[src/rtl/btn_event_queue.sv]
// btn_event_queue: syncs, debounces and queues button press events.
// Ports: clk, rst (sync, active-high), btn raw levels, rd_en pop strobe,
//   ovf_clr clears overflow; rd_data head mask (0 when empty), empty, full,
//   overflow (sticky drop flag), btn_level debounced button levels.
module btn_event_queue #(
    parameter int N_BTN           = 5,
    parameter int DEBOUNCE_CYCLES = 16,
    parameter int FIFO_DEPTH      = 4
) (
    input  logic             clk,
    input  logic             rst,
    input  logic [N_BTN-1:0] btn,
    input  logic             rd_en,
    input  logic             ovf_clr,
    output logic [N_BTN-1:0] rd_data,
    output logic             empty,
    output logic             full,
    output logic             overflow,
    output logic [N_BTN-1:0] btn_level
);

    localparam int CW = $clog2(DEBOUNCE_CYCLES);
    localparam int AW = $clog2(FIFO_DEPTH);
    localparam logic [CW-1:0] CNT_MAX = CW'(DEBOUNCE_CYCLES - 1);
    localparam logic [AW:0]   DEPTH   = (AW + 1)'(FIFO_DEPTH);

    logic [N_BTN-1:0] s1, s2;
    logic [N_BTN-1:0] level, level_nxt;
    logic [N_BTN-1:0] evt;
    logic [CW-1:0]    cnt     [N_BTN];
    logic [CW-1:0]    cnt_nxt [N_BTN];

    // A new level is accepted only after DEBOUNCE_CYCLES consecutive
    // mismatching samples; a rising acceptance is the press event.
    always_comb begin
        level_nxt = level;
        evt       = '0;
        for (int i = 0; i < N_BTN; i++) begin
            cnt_nxt[i] = '0;
            if (s2[i] != level[i]) begin
                if (cnt[i] == CNT_MAX) begin
                    level_nxt[i] = s2[i];
                    evt[i]       = s2[i];
                end else begin
                    cnt_nxt[i] = cnt[i] + CW'(1);
                end
            end
        end
    end

    always_ff @(posedge clk) begin
        if (rst) begin
            s1    <= '0;
            s2    <= '0;
            level <= '0;
            for (int i = 0; i < N_BTN; i++)
                cnt[i] <= '0;
        end else begin
            s1    <= btn;
            s2    <= s1;
            level <= level_nxt;
            for (int i = 0; i < N_BTN; i++)
                cnt[i] <= cnt_nxt[i];
        end
    end

    assign btn_level = level;

    logic [N_BTN-1:0] mem [FIFO_DEPTH];
    logic [AW-1:0]    wr_ptr, rd_ptr;
    logic [AW:0]      count;
    logic             push, pop, wr, drop;

    assign empty = (count == '0);
    assign full  = (count == DEPTH);
    assign push  = |evt;
    assign pop   = rd_en & ~empty;
    // When full, a push only fits if the head leaves on the same edge.
    assign wr    = push & (~full | pop);
    assign drop  = push & full & ~pop;

    assign rd_data = empty ? '0 : mem[rd_ptr];

    always_ff @(posedge clk) begin
        if (!rst && wr)
            mem[wr_ptr] <= evt;
    end

    always_ff @(posedge clk) begin
        if (rst) begin
            wr_ptr   <= '0;
            rd_ptr   <= '0;
            count    <= '0;
            overflow <= 1'b0;
        end else begin
            if (wr)
                wr_ptr <= wr_ptr + AW'(1);
            if (pop)
                rd_ptr <= rd_ptr + AW'(1);
            case ({wr, pop})
                2'b10:   count <= count + (AW + 1)'(1);
                2'b01:   count <= count - (AW + 1)'(1);
                default: count <= count;
            endcase
            // A drop on the clearing edge keeps the flag set.
            if (drop)
                overflow <= 1'b1;
            else if (ovf_clr)
                overflow <= 1'b0;
        end
    end

endmodule
[config.mk]
export PLATFORM = sky130hd
export DESIGN_NAME = btn_event_queue
export DESIGN_NICKNAME = d
export VERILOG_FILES = /design/src/rtl/btn_event_queue.sv
export SDC_FILE = /design/constraint.sdc
export NUM_CORES = 1
export LEC_CHECK = 0
export CAP_MARGIN = 40
export CORE_MARGIN = 1.5
export CORE_UTILIZATION = 57
export DETAILED_ROUTE_END_ITERATION = 6
export HOLD_SLACK_MARGIN = 0.15
export PLACE_DENSITY = 0.79
export SYNTH_ARGS = -nofsm -noshare
export SYNTH_HDL_FRONTEND = slang
export SYNTH_SLANG_ARGS = --single-unit
[constraint.sdc]
create_clock -name clk -period 2.3 [get_ports clk]
set_input_delay 0.23 -clock clk [delete_from_list [all_inputs] [get_ports clk]]
set_output_delay 0.23 -clock clk [all_outputs]
set_load 0.01 [all_outputs]
# Word-level counts from Yosys, hierarchy flattened
# Memories as Yosys holds them, arrays and structs flattened. A register that Yosys moved wholly into a read port is not among the register bits.
# Cells that the tools add are included.
[totals] ramBits=40 register_bits=23 n_memories=2 out_inout_bits=13 in_bits=9
[op_classes] muxes=36 n_eq_ne=13 n_reduce_logical=11 add_sub_neg=9 n_bitwise=13
[mem_list] name="cnt" words=5 width=4 rd=5 rd_clocked_by_memory_dff=0 wr=5 line_no="30" source="logic [CW-1:0] cnt [N_BTN];"
[mem_list] name="mem" words=4 width=5 rd=1 rd_clocked_by_memory_dff=1 wr=1 line_no="69" source="logic [N_BTN-1:0] mem [FIFO_DEPTH];"
[op_table] operator="2-to-1 mux 4 bit" n=15
[op_table] operator="adder 4 x 1 -> 4 bit (second input constant)" n=5
[op_table] operator="== test 4 bit (second input constant)" n=5
[op_table] operator="2-to-1 mux 1 bit" n=17
[op_table] operator="AND reduction 2 bit" n=5
[op_table] operator="OR 1 bit" n=6
[op_table] operator="case mux 3 bit (2 select lines)" n=1
[op_table] operator="2-to-1 mux 5 bit" n=1
[op_table] operator="inequality test 1 bit" n=5
[op_table] operator="OR reduction 5 bit" n=1
[op_table] operator="adder 2 x 1 -> 2 bit (second input constant)" n=2
[op_table] operator="bitwise AND 1 bit" n=4
[op_table] operator="2-to-1 mux 2 bit" n=2
[op_table] operator="nonzero test 2 bit" n=2
[op_table] operator="adder 3 x 1 -> 3 bit (second input constant)" n=1
[op_table] operator="== test 3 bit (second input constant)" n=1
[op_table] operator="zero test 3 bit" n=1
[op_table] operator="inverter 1 bit" n=3
[op_table] operator="subtractor 3 x 1 -> 3 bit (second input constant)" n=1
[op_table] operator="== test 2 x 1 -> 1 bit (second input constant)" n=1
[op_table] operator="== test 2 bit (second input constant)" n=1
[op_table] operator="logical AND 1 bit" n=1
[op_table] operator="zero test 1 bit" n=1

# Depth between registers and ports, before layout
[logic_depth] ltp_word=8 ltp_mapped=8 depth_no_buf=8

# Least setup slack after synthesis
# Ideal clock, no wire load.
[synth_path] path_type="flip-flop to flip-flop" startpoint="memory cnt[0][12] (netlist name)" endpoint="register count[2]" required_ps=2177 arrival_time_ps=1983 stages_incl_launch_ff=9 path_buffers=0 slack_ps=194 synth_period_minus_slack_ps=2106 path_cell_list="dfxtp_1 > ha_1 > nand3_4 > nor3b_4 > nor4_2 > fa_1 > nand2_1 > a2bb2oi_1 > mux2_1"
[synth_rtl] element="start, declared" line_no="30"
[synth_rtl] element="end signal, assigned" line_no="101" source="2'b10: count <= count + (AW + 1)'(1);"
[synth_rtl] element="end signal, assigned" line_no="102" source="2'b01: count <= count - (AW + 1)'(1);"
[synth_rtl] element="end signal, assigned" line_no="103" source="default: count <= count;"
[synth_rtl] element="end, declared" line_no="71" source="logic [AW:0] count;"

==> flow_results.org <==
** Route
- Iter 0 DRT Violations :: 83
- After detailed routing, the average wire length per cell comes to 13.6 um.
- The detail route stage leaves a number of antenna-violating nets equal to 0.
- For this block, the via count after detailed routing is 1613.
- Drt via density :: 5.20
- Number of remaining DRC errors :: 0
- Detailed Routing Iterations Pass 1 :: 4
- Total Routed Length :: 4.23 mm

** Floorplanning
- In this run the core area contains 24 standard-cell rows.
- From left edge to right edge, the die measures 71.0 um.
- IO Count :: 22
- Once the floorplan was initialized, standard cells occupied between 50% and 60% of the core.
- From bottom edge to top edge, the die measures 71.0 um.
- In this run the standard cell core region covers 4410 um^2.
- The die covers 5040 um^2.

** Clock network
- Clock-pin slew was measured on the worst setup and hold paths at 0.07 ns.
- Post-CTS setup buffer count :: 0
- Clock tree sinks :: 65
- TritonCTS built the clock tree.
- Buffer depth of the longest clock path :: 2
- Clock root buffer :: sky130_fd_sc_hd__clkbuf_8
- Number of H-tree levels :: 3
- Buffers inserted to repair hold after CTS numbered 0.
- The later pin in the worst-skew pair is clocked with a latency of 0.33 ns.
- CTS buffer count :: 9

** Synthesis
- Summed over all instances, the cell type with the most area after synthesis is sky130_fd_sc_hd__dfxtp_1.
- During synthesis, Yosys emitted a total of 0 warnings.
- Seq cells post-synth :: 65
- Area share of the largest cell type after synthesis :: 34.2%
- The average instance in the mapped netlist occupies 12.1 um^2.
- Synthesis produced 218 cells.
- Sorting the synthesized cells by area gives the leading types as sky130_fd_sc_hd__dfxtp_1 (34%), sky130_fd_sc_hd__edfxtp_1 (23%), sky130_fd_sc_hd__nor2_1 (4.7%).
- Synthesized cell area :: ~2600 um^2
- For this run, the register share of the synthesized area comes to 57.0%.
- The number of nets in the synthesized netlist is 237.
- Yosys mapped the design onto 34 distinct sky130hd cell types.

** STA
- Worst slew margin :: 75.4%
- Derived from the worst setup path, the maximum achievable clock frequency is 0.467 GHz.
- Worst-case clock skew :: 0.00645 ns
- Total of endpoints with negative setup slack in the final report :: 0
- Final number of max-transition violations :: 0
- Setup repair after global routing missed its margin :: no
- At the pin with the least slew margin, the transition time is 0.368 ns.
- The total count of hold-check failures in the final report is 0.
- Final cycle utilization of the critical path :: 93.0%
- The routed design could run at a clock period as short as between 2 and 2.5 ns.
- On the final layout, the worst hold slack is 0.431 ns.
- Setup total negative slack on the finished layout was measured at 0 ns.

** Finish
- From synthesis to final layout, the design area changed by 18.6%.
- Net total in the final layout :: 272
- The finished layout holds 310 standard cells, fillers aside.
- The repair_antennas step left the layout with diodes totalling 0.
- Number of filler instances in the final layout :: 326
- Share of cells above drive strength 1 :: 15.5%

** Setup path
- STA classifies the critical path endpoint as a flop.
- Worst reg2reg path startpoint :: cnt[0][8]
- CP startpoint :: cnt[0][8]
- STA puts the critical path data required time at 2.52 ns.
- Max Fanout on Critical Path :: 5
- Kind of start point of the critical path :: flop
- At the worst endpoint, the arrival time is about 2.4 ns.
- Crit Path Class :: reg -> reg

** Placement
- Routability-driven placement finished with a final weighted congestion of 0.750.
- Once placement completed, the tool counted placed cells totaling 294.
- Port buffer count :: 21
- The HPWL after detailed placement is ~3.0 mm.

** Global route
- Via count of the first global-routing pass :: 1635
- Wire length of the first global-routing pass :: 7.50 mm
- Entering global routing, the biggest net connects 24 pins.
- The initial antenna violation count is 0.
- After global routing the overflow that remains totals 0.
- Overall track demand over capacity in global routing :: between 10% and 20%

** Worst hold path
- In this run the most critical hold path is launched from s1[2].
- Worst Hold Class :: reg -> reg

** Pwr
- VDD sags by at most about 460 uV.
- In this run the power density over the cells is 791 nW/um^2.
- The analysis attributes to cell leakage a power of 1.26 nW.

** Status
- Outcome :: complete, no violations

** Run
- The tool flagged a number of max-cap violations equal to 0.
placed cells by master, fill, tap and decap left out, drive strengths merged, types with 2 or more instances in the layout:
master         instances
dfxtp                 45
nor2                  33
clkdlybuf4s50         21
edfxtp                20
nor2b                 13
xnor2                 12
clkbuf                12
nand3                 10
ha                     9
nand2b                 8
nand2                  8
buf                    8
mux2i                  7
nor3                   7
xor2                   6
mux4                   5
and2b                  5
and3                   5
inv                    4
and2                   4
clkinv                 4
o22ai                  2
mux2                   2
worst paths after layout:
| kind | endpoint | slack (ns) | cells past startpoint |
|---|---|---|---|
| max reg2reg | count[2] | 0.16 | 8 |
| min reg2reg | s2[2] | 0.43 | 1 |
| max | count[2] | 0.16 | 8 |
| min | s2[2] | 0.43 | 1 |
layer usage:
| metal | wire length [um] | vias up | track usage (%) |
|---|---|---|---|
| met1 | 1970 | 750 | 25.1 |
| met2 | 1980 | 38 | 29.4 |
| met4 | 115 | 0 | 11.7 |
| li1 | - | 811 | - |
| met5 | 0 | - | 0 |
| met3 | 163 | 14 | 5.70 |
state kept, by name, indices dropped and copies added (netlist names), named ones only:
register,flops
wr_ptr,2
rd_ptr,2
count,3
overflow,1
btn_level,5
s2,5
cnt,20
mem,20
s1,5
cell usage after synthesis, drive strengths merged:
cell type and instances:
nor2b 13, ha 9, nor4 1, and2b 5, nor2 33, xnor2 12
nor3b 1, o22ai 2, a2bb2oi 1, inv 4, xor2 6, nand2 8
and2 4, or3 1, mux4 5, a21oi 1, o32ai 1, nor3 7
o21ba 1, mux2 2, buf 1, mux2i 7, nand2b 8, dfxtp 45
clkbuf 4, fa 1, nand3 10, and3 5, edfxtp 20
cell type report:
class	instances	area [um^2]	share of cell area, %
Clock buffer	12	145	4.64
Clock inverter	4	20.0	0.640
Inverter	4	15.0	0.480
Multi-Input combinational cell	144	1110	35.5
Sequential cell	65	1500	48.1
Tap cell	52	65.1	2.08
Timing Repair Buffer	29	270	8.64
report_power, final:
part	switching [mW]	internal, mW	total (mW)
registers	0.0612	1.22	1.28
clock network	0.403	0.413	0.816
logic	0.151	0.221	0.372
cell families (layout without fill, tap and decap cells):
family                   after synthesis  in the layout  synth area share (%)
AND/OR/NAND/NOR                       96             96                  20.1
flip-flops                            65             65                  57.0
XOR/XNOR                              18             18                  5.98
multiplexers                          14             14                  7.93
adder cells (fa/ha/maj)               10             10                  5.03
buffers and inverters                  9             49                  1.28
AO/OA/AOI/OAI                          6              6                  2.71
what timing repair did:
item | 4_1_cts | 5_1_grt
pin swaps | 0 | 1
gates resized for setup | 1 | 1
setup endpoints to repair | 1 | 1
through the flow:
| stage | total power, mW | worst slack [ns] | utilization, % | instance area [um^2] |
|---|---|---|---|---|
| 2_1_floorplan | 1.55 | 0.194 | - | 2640 |
| 3_3_place_gp | 1.67 | 0.127 | 66.9 | 2950 |
| 3_5_place_dp | 1.68 | 0.0982 | 66.9 | 2950 |
| 4_1_cts | 2.49 | 0.0769 | 70.7 | 3120 |
| 5_1_grt | 2.59 | 0.00192 | 70.8 | 3130 |
| 6_report | 2.47 | 0.160 | 70.8 | 3130 |
worst max-delay path, cell delays in order, from the launching register on:
cell                        delay (ns)
sky130_fd_sc_hd__dfxtp_1          0.36
sky130_fd_sc_hd__ha_1             0.22
sky130_fd_sc_hd__nand3_2          0.16
sky130_fd_sc_hd__o22ai_4          0.24
sky130_fd_sc_hd__nor4_2           0.10
sky130_fd_sc_hd__fa_1             0.38
sky130_fd_sc_hd__nand2_1          0.07
sky130_fd_sc_hd__a2bb2oi_1        0.16
sky130_fd_sc_hd__mux2_1           0.33
(Power assumes the default switching activity.)
